## config.mk

```make
export PLATFORM = sky130hd
export DESIGN_NAME = msrv32_trap_controller
export DESIGN_NICKNAME = d
export VERILOG_FILES = /design/src/rtl/msrv32_trap_pkg.sv /design/src/rtl/msrv32_trap_prio.sv /design/src/rtl/msrv32_trap_controller.sv
export SDC_FILE = /design/constraint.sdc
export NUM_CORES = 1
export LEC_CHECK = 0
export CAP_MARGIN = 10
export CORE_MARGIN = 2
export CORE_UTILIZATION = 36
export CTS_CLUSTER_SIZE = 12
export DETAILED_ROUTE_END_ITERATION = 16
export PLACE_DENSITY = 0.88
export RECOVER_POWER = 50
export SYNTH_ARGS = -nofsm -noshare
export SYNTH_HDL_FRONTEND = slang
export SYNTH_SLANG_ARGS = --single-unit
```

## constraint.sdc

```tcl
create_clock -name clk_in -period 2 [get_ports clk_in]
set_input_delay 0.3 -clock clk_in [delete_from_list [all_inputs] [get_ports clk_in]]
set_output_delay 0.3 -clock clk_in [all_outputs]
set_load 0.02 [all_outputs]
```

## src/rtl/msrv32_trap_pkg.sv

```systemverilog
// Shared definitions for the msrv32 machine-mode trap controller:
// FSM state encoding, trap cause codes and PC-mux select values.
package msrv32_trap_pkg;

    // Trap sequencer states
    typedef enum logic [1:0] {
        S_RESET       = 2'b00,
        S_OPERATING   = 2'b01,
        S_TRAP_TAKEN  = 2'b10,
        S_TRAP_RETURN = 2'b11
    } trap_state_e;

    // Next-PC select driven to the PC mux
    localparam logic [1:0] PC_SRC_BOOT = 2'b00;
    localparam logic [1:0] PC_SRC_SEQ  = 2'b01;
    localparam logic [1:0] PC_SRC_TRAP = 2'b10;
    localparam logic [1:0] PC_SRC_MEPC = 2'b11;

    // Interrupt cause codes (mcause with interrupt bit set)
    localparam int unsigned CAUSE_MSI = 3;
    localparam int unsigned CAUSE_MTI = 7;
    localparam int unsigned CAUSE_MEI = 11;

    // Exception cause codes (mcause with interrupt bit clear)
    localparam int unsigned CAUSE_INSTR_MISALIGNED = 0;
    localparam int unsigned CAUSE_ILLEGAL_INSTR    = 2;
    localparam int unsigned CAUSE_BREAKPOINT       = 3;
    localparam int unsigned CAUSE_LOAD_MISALIGNED  = 4;
    localparam int unsigned CAUSE_STORE_MISALIGNED = 6;
    localparam int unsigned CAUSE_ECALL_M          = 11;

endpackage : msrv32_trap_pkg

```

## src/rtl/msrv32_trap_prio.sv

```systemverilog
// Combinational trap priority encoder. Resolves enabled interrupts and the
// exceptions of the completing instruction into a single {valid, i_or_e, cause}.
// Interrupts outrank exceptions so that an excepting instruction is simply
// not retired and re-executes after mret.
module msrv32_trap_prio
    import msrv32_trap_pkg::*;
#(
    parameter int CAUSE_W = 4
) (
    input  logic               i_instr_valid,
    input  logic               i_illegal_instr,
    input  logic               i_misaligned_instr,
    input  logic               i_misaligned_load,
    input  logic               i_misaligned_store,
    input  logic               i_ecall,
    input  logic               i_ebreak,
    input  logic               i_mie,
    input  logic               i_meie,
    input  logic               i_mtie,
    input  logic               i_msie,
    input  logic               i_meip,
    input  logic               i_mtip,
    input  logic               i_msip,
    output logic               o_irq_req,
    output logic               o_exc_req,
    output logic               o_valid,
    output logic               o_i_or_e,
    output logic [CAUSE_W-1:0] o_cause
);

    logic w_irq_mei;
    logic w_irq_msi;
    logic w_irq_mti;
    logic w_any_exc;

    // Each interrupt source is live only when globally and individually enabled
    assign w_irq_mei = i_mie & i_meie & i_meip;
    assign w_irq_msi = i_mie & i_msie & i_msip;
    assign w_irq_mti = i_mie & i_mtie & i_mtip;

    assign w_any_exc = i_misaligned_instr | i_illegal_instr | i_ebreak |
                       i_ecall | i_misaligned_load | i_misaligned_store;

    assign o_irq_req = w_irq_mei | w_irq_msi | w_irq_mti;
    assign o_exc_req = i_instr_valid & w_any_exc;
    assign o_valid   = o_irq_req | o_exc_req;

    // Fixed-priority selection of the winning cause
    always_comb begin
        // NOTE: every output of a combinational block gets a default first so
        // that no path through the if/else chain leaves it unassigned (latch).
        o_i_or_e = 1'b0;
        o_cause  = '0;
        if (w_irq_mei) begin
            o_i_or_e = 1'b1;
            o_cause  = CAUSE_W'(CAUSE_MEI);
        end else if (w_irq_msi) begin
            o_i_or_e = 1'b1;
            o_cause  = CAUSE_W'(CAUSE_MSI);
        end else if (w_irq_mti) begin
            o_i_or_e = 1'b1;
            o_cause  = CAUSE_W'(CAUSE_MTI);
        end else if (i_instr_valid) begin
            if (i_misaligned_instr) begin
                o_cause = CAUSE_W'(CAUSE_INSTR_MISALIGNED);
            end else if (i_illegal_instr) begin
                o_cause = CAUSE_W'(CAUSE_ILLEGAL_INSTR);
            end else if (i_ebreak) begin
                o_cause = CAUSE_W'(CAUSE_BREAKPOINT);
            end else if (i_ecall) begin
                o_cause = CAUSE_W'(CAUSE_ECALL_M);
            end else if (i_misaligned_load) begin
                o_cause = CAUSE_W'(CAUSE_LOAD_MISALIGNED);
            end else if (i_misaligned_store) begin
                o_cause = CAUSE_W'(CAUSE_STORE_MISALIGNED);
            end
        end
    end

endmodule : msrv32_trap_prio

```

## src/rtl/msrv32_trap_controller.sv

```systemverilog
// Machine-mode trap sequencer for the msrv32 core. Detects traps and mret in
// S_OPERATING, then spends one cycle strobing the CSR file (trap entry or
// return) while steering the PC mux and flushing the in-flight instruction.
// Holds no CSR state of its own beyond the latched cause of the current trap.
module msrv32_trap_controller
    import msrv32_trap_pkg::*;
#(
    parameter int RESET_CYCLES = 1,
    parameter int CAUSE_W      = 4
) (
    input  logic               clk_in,
    input  logic               rst_n_in,
    input  logic               ready_in,
    input  logic               instr_valid_in,
    input  logic               illegal_instr_in,
    input  logic               misaligned_instr_in,
    input  logic               misaligned_load_in,
    input  logic               misaligned_store_in,
    input  logic               ecall_in,
    input  logic               ebreak_in,
    input  logic               mret_in,
    input  logic               mie_in,
    input  logic               meie_in,
    input  logic               mtie_in,
    input  logic               msie_in,
    input  logic               meip_in,
    input  logic               mtip_in,
    input  logic               msip_in,
    output logic               i_or_e_out,
    output logic [CAUSE_W-1:0] cause_out,
    output logic               set_epc_out,
    output logic               set_cause_out,
    output logic               mie_clear_out,
    output logic               mie_set_out,
    output logic               instret_inc_out,
    output logic               misaligned_exception_out,
    output logic [1:0]         pc_src_out,
    output logic               flush_out
);

    localparam int CNT_W = (RESET_CYCLES > 1) ? $clog2(RESET_CYCLES) : 1;
    localparam logic [CNT_W-1:0] LAST_COUNT = CNT_W'(RESET_CYCLES - 1);

    trap_state_e        r_state;
    trap_state_e        w_next_state;
    logic [CNT_W-1:0]   r_count;
    logic               r_i_or_e;
    logic [CAUSE_W-1:0] r_cause;

    logic               w_advance;
    logic               w_take_trap;
    logic               w_irq_req;
    logic               w_exc_req;
    logic               w_trap_valid;
    logic               w_trap_i_or_e;
    logic [CAUSE_W-1:0] w_trap_cause;

    // Strobes must stay low while reset is asserted, even though the state
    // register already sits in S_RESET; folding rst_n_in in here keeps the
    // boot-time flush from appearing during the reset pulse itself.
    assign w_advance = ready_in & rst_n_in;

    msrv32_trap_prio #(
        .CAUSE_W (CAUSE_W)
    ) u_prio (
        .i_instr_valid      (instr_valid_in),
        .i_illegal_instr    (illegal_instr_in),
        .i_misaligned_instr (misaligned_instr_in),
        .i_misaligned_load  (misaligned_load_in),
        .i_misaligned_store (misaligned_store_in),
        .i_ecall            (ecall_in),
        .i_ebreak           (ebreak_in),
        .i_mie              (mie_in),
        .i_meie             (meie_in),
        .i_mtie             (mtie_in),
        .i_msie             (msie_in),
        .i_meip             (meip_in),
        .i_mtip             (mtip_in),
        .i_msip             (msip_in),
        .o_irq_req          (w_irq_req),
        .o_exc_req          (w_exc_req),
        .o_valid            (w_trap_valid),
        .o_i_or_e           (w_trap_i_or_e),
        .o_cause            (w_trap_cause)
    );

    // A trap is accepted only from S_OPERATING on an advancing cycle
    assign w_take_trap = (r_state == S_OPERATING) & w_advance & w_trap_valid;

    // Cause reporting comes from the latch so it is stable through S_TRAP_TAKEN
    assign i_or_e_out = r_i_or_e;
    assign cause_out  = r_cause;

    // Misaligned indication is purely combinational on the completing instruction
    assign misaligned_exception_out = instr_valid_in &
        (misaligned_instr_in | misaligned_load_in | misaligned_store_in);

    // State register
    always_ff @(posedge clk_in or negedge rst_n_in) begin
        // NOTE: sequential state uses non-blocking assignments so every
        // register samples pre-edge values regardless of statement order.
        if (!rst_n_in) begin
            r_state <= S_RESET;
        end else begin
            r_state <= w_next_state;
        end
    end

    // Boot delay counter: counts advancing cycles spent in S_RESET
    always_ff @(posedge clk_in or negedge rst_n_in) begin
        if (!rst_n_in) begin
            r_count <= '0;
        end else if ((r_state == S_RESET) && ready_in && (r_count != LAST_COUNT)) begin
            r_count <= r_count + CNT_W'(1);
        end
    end

    // Capture the winning trap's type and cause at the edge it is accepted
    always_ff @(posedge clk_in or negedge rst_n_in) begin
        if (!rst_n_in) begin
            r_i_or_e <= 1'b0;
            r_cause  <= '0;
        end else if (w_take_trap) begin
            r_i_or_e <= w_trap_i_or_e;
            r_cause  <= w_trap_cause;
        end
    end

    // Next-state and Moore/Mealy outputs; ready_in low freezes state and kills strobes
    always_comb begin
        w_next_state    = r_state;
        pc_src_out      = PC_SRC_BOOT;
        set_epc_out     = 1'b0;
        set_cause_out   = 1'b0;
        mie_clear_out   = 1'b0;
        mie_set_out     = 1'b0;
        instret_inc_out = 1'b0;
        flush_out       = 1'b0;

        case (r_state)
            S_RESET: begin
                pc_src_out = PC_SRC_BOOT;
                flush_out  = w_advance;
                if (w_advance && (r_count == LAST_COUNT)) begin
                    w_next_state = S_OPERATING;
                end
            end

            S_OPERATING: begin
                pc_src_out      = PC_SRC_SEQ;
                instret_inc_out = w_advance & instr_valid_in &
                                  ~w_irq_req & ~w_exc_req & ~mret_in;
                if (w_advance) begin
                    if (w_trap_valid) begin
                        w_next_state = S_TRAP_TAKEN;
                    end else if (mret_in && instr_valid_in) begin
                        w_next_state = S_TRAP_RETURN;
                    end
                end
            end

            S_TRAP_TAKEN: begin
                pc_src_out    = PC_SRC_TRAP;
                set_epc_out   = w_advance;
                set_cause_out = w_advance;
                mie_clear_out = w_advance;
                flush_out     = w_advance;
                if (w_advance) begin
                    w_next_state = S_OPERATING;
                end
            end

            S_TRAP_RETURN: begin
                pc_src_out      = PC_SRC_MEPC;
                mie_set_out     = w_advance;
                flush_out       = w_advance;
                instret_inc_out = w_advance;
                if (w_advance) begin
                    w_next_state = S_OPERATING;
                end
            end

            default: begin
                w_next_state = S_RESET;
            end
        endcase
    end

endmodule : msrv32_trap_controller
```

==> impl_summary.md <==
Outcome
The run finished with clean final reports.

Route
The pre-antenna-repair detailed-routing pass consisted of 4 iterations. The routed wire length is 1.63 mm. The residual DRC count is 0. The total via count after detailed routing is 630. Using the TritonRoute via totals, the vias-per-cell ratio works out to 5.12. The wire length per cell is 13.3 µm.

The count of nets left with antenna violations after detail routing is 0. The number of violations reported at the end of detailed-routing iteration 0 is 11.

Run
The max-capacitance violation count is 0.

STA
The max-slew violation count is 0. The fmax is 517 MHz. The largest clock skew in the final design is 0.0000630 ns. In the finished design, the share of the clock period the worst path needs comes to 96.8%. The transition time at the pin with the least slew margin is 0.291 ns. The worst hold slack is 0.461 ns. The worst setup slack after layout is 0.0641 ns.

Measured against its own limit, the worst slew margin works out to 80.5%. The final count of hold timing violations came to 0. Setup violations remaining at the end of the flow were counted as 0. For the finished layout, the period the worst path requires is 1.94 ns.

Layout
The area growth from synthesis to layout is 79.0%. The antenna diode instance count is 0. The library cell used most frequently in the layout, excluding fill and tap cells, is sky130_fd_sc_hd__buf_4.

After routing the design area is 981 µm². The sequential cells in the finished layout cover a total of 200 µm². The net total in the final layout is 127.

The top cell types in the final layout, fill and taps aside, are 16 x sky130_fd_sc_hd__buf_4, 14 x sky130_fd_sc_hd__clkdlybuf4s50_1, 8 x sky130_fd_sc_hd__dfrtp_1. The count of filler cells inserted in the layout is 123. The multi-input logic area is 314 µm². Cells with a size suffix above 1 make up 28.0% of the layout.

Synthesis
Synthesis handed over a netlist of 62 instances. The area share of the largest cell type after synthesis is 36.5%. Sequential cells were found to cover 36.5% of the synthesized design area. The cell area after technology mapping is 548 µm².

The synthesized netlist net count is 80. The synthesized design spends more area on one cell type than any other, namely sky130_fd_sc_hd__dfrtp_1. For this run, the leading register cell type out of synthesis is sky130_fd_sc_hd__dfrtp_1. The number of synthesized register bits is 8. A synthesized cell averages 8.84 µm². The count of warnings emitted by yosys is 0.

The number of flops mapped to enable cells by yosys is 0. The count of cell types in the netlist is 30. Sorting the synthesized cells by area gives the leading types as sky130_fd_sc_hd__dfrtp_1 37%, sky130_fd_sc_hd__o41ai_4 5.0%, sky130_fd_sc_hd__inv_1 4.1%, sky130_fd_sc_hd__nand2_1 4.1%, sky130_fd_sc_hd__nor2_1 4.1%. The share of synthesized registers carrying an async set or reset is 100%.

Critical path
Counting both buffers and inverters, the worst setup path holds a total of 2. Traced cell by cell, the critical path runs through clkdlybuf4s50_1 -> o41ai_4 -> a41oi_2 -> nor2_1 -> buf_4. The worst-case reg-to-reg path depth is 4. The required time reported for the critical path endpoint is 1.70 ns. The worst setup path category is input port to output pin. The start of the worst register-to-register path is r_state[1]. Along the worst path, the maximum fanout reaches 2. The endpoint of the worst-slack reg-to-reg timing path is cause_out[1]. The critical path's top delay family is buffers and inverters. The slowest library cell on the worst path is sky130_fd_sc_hd__clkdlybuf4s50_1. The worst setup path is captured at an output pin. In this design, the stage delay of the slowest critical-path cell is 0.48 ns. The register-to-register setup slack is 0.51 ns. The arrival time reported for the critical path endpoint is 1.64 ns. The type of element launching the critical path is an input port.

Clock network
The clock-pin transition on the worst setup and hold timing paths is 0.05 ns. The quantity of hold-fixing buffers added after cts is 0. The tree is rooted in a sky130_fd_sc_hd__clkbuf_4. TritonCTS created 3 clock buffers. The clock net in this run drives a total of 8 sinks. The number of levels in the clock H-tree is 1. The number of buffers on the longest clock path is 2. The clock latency on the worst-skew pair is 0.24 ns. The TritonCTS clock tree is yes.

Placed design
Detailed placement finished with a half-perimeter wire length of 1.36 mm. The post-place setup slack is -0.571 ns. The cell area reported after detailed placement is 953 µm². Routability-driven placement finished with a final weighted congestion of 0.794. Buffers placed on the I/O ports in this run total 31.

GRT
Entering global routing, the biggest net connects 10 pins. The residual overflow from global routing is 0. The number of global-route vias before repair came to 616. The initial antenna violation count was 0. The first global-routing pass estimated 2.48 mm of wire. The global-route total usage across every layer is 18.0%.

Power
IR analysis of the VDD net gives a maximum drop of 494 µV. The areal power density over the cells is 780 nW/µm². The leakage power is 0.473 nW.

Floorplan
From bottom edge to top edge, the die measures 43.0 µm. The die is 43.0 µm wide. During I/O placement, the number of pins put on the boundary was 32. The initial utilization of the core area, before any placement, comes to 37.2%.

After floorplanning, the core was sized to cover 1470 µm². The die outline area is 1850 µm². Row generation in the floorplan step produced 14 rows.

Min path
The type of the most critical hold path is input port to asynchronous set/reset pin.
-- state kept, by name, indices dropped and copies added, names as in the netlist --
signal	cells
cause_out	4
r_state	2
i_or_e_out	1
r_count	1
-- kinds of logic (layout without fill, tap and decap cells) --
kind of cell	after synthesis	after routing	synth area share (%)
AO/OA/AOI/OAI	21	21	33.1
buffers and inverters	10	55	8.22
flip-flops	8	8	36.5
AND/OR/NAND/NOR	23	23	22.1
-- cell type report --
type,instances,share of cell area [%]
multi-input combinational,44,32.0
inverter,6,2.30
timing repair buffer,46,40.9
sequential,8,20.4
tap,16,2.04
clock buffer,3,2.30
-- Yosys cell counts (all sizes together) (2+ instances only) --
library cell	n
dfrtp	8
inv	6
nand2	6
nor2	6
a21oi	5
a22o	2
a41oi	2
and3	2
buf	2
clkbuf	2
nor3b	2
o32a	2
-- report_power, final --
group	switching, mW	total, mW	internal (mW)
logic	0.189	0.388	0.198
clock network	0.0442	0.112	0.0679
registers	0.0463	0.266	0.220
-- layer usage --
layer | up-vias | share of wire, % | GRT usage [%]
met5 | - | 0 | 0
met3 | 4 | 4.8 | 1.70
met1 | 285 | 37 | 19.1
met2 | 23 | 57 | 34.2
li1 | 318 | - | -
met4 | 0 | 1.7 | 9.09
-- per-stage QoR --
stage	power (mW)	TNS [ns]	utilization (%)	std cells
after CTS	0.789	-0.0982	65.6	121
after global placement	0.669	-1.18	64.8	118
after global routing	0.816	-0.00600	66.7	123
final	0.765	0	66.7	123
after floorplan	0.453	0	-	62
after detailed placement	0.680	-1.42	64.8	118
-- worst max-delay path by stage --
stage | endpoint | start | slack (ns) | cells past startpoint
after floorplan | instret_inc_out | illegal_instr_in | 0.26 | 4
after global placement | instret_inc_out | ebreak_in | -0.50 | 6
after detailed placement | instret_inc_out | ebreak_in | -0.57 | 6
after CTS | instret_inc_out | illegal_instr_in | -0.1 | 6
after global routing | instret_inc_out | misaligned_store_in | -0.006 | 5
final | instret_inc_out | misaligned_store_in | 0.06 | 5
-- repair_timing --
item | in CTS | in global routing
setup endpoints to repair | 7 | 4
pin swaps | 0 | 4
buffers inserted | 0 | 2
resized for setup | 12 | 12
(Power assumes the default switching activity.)
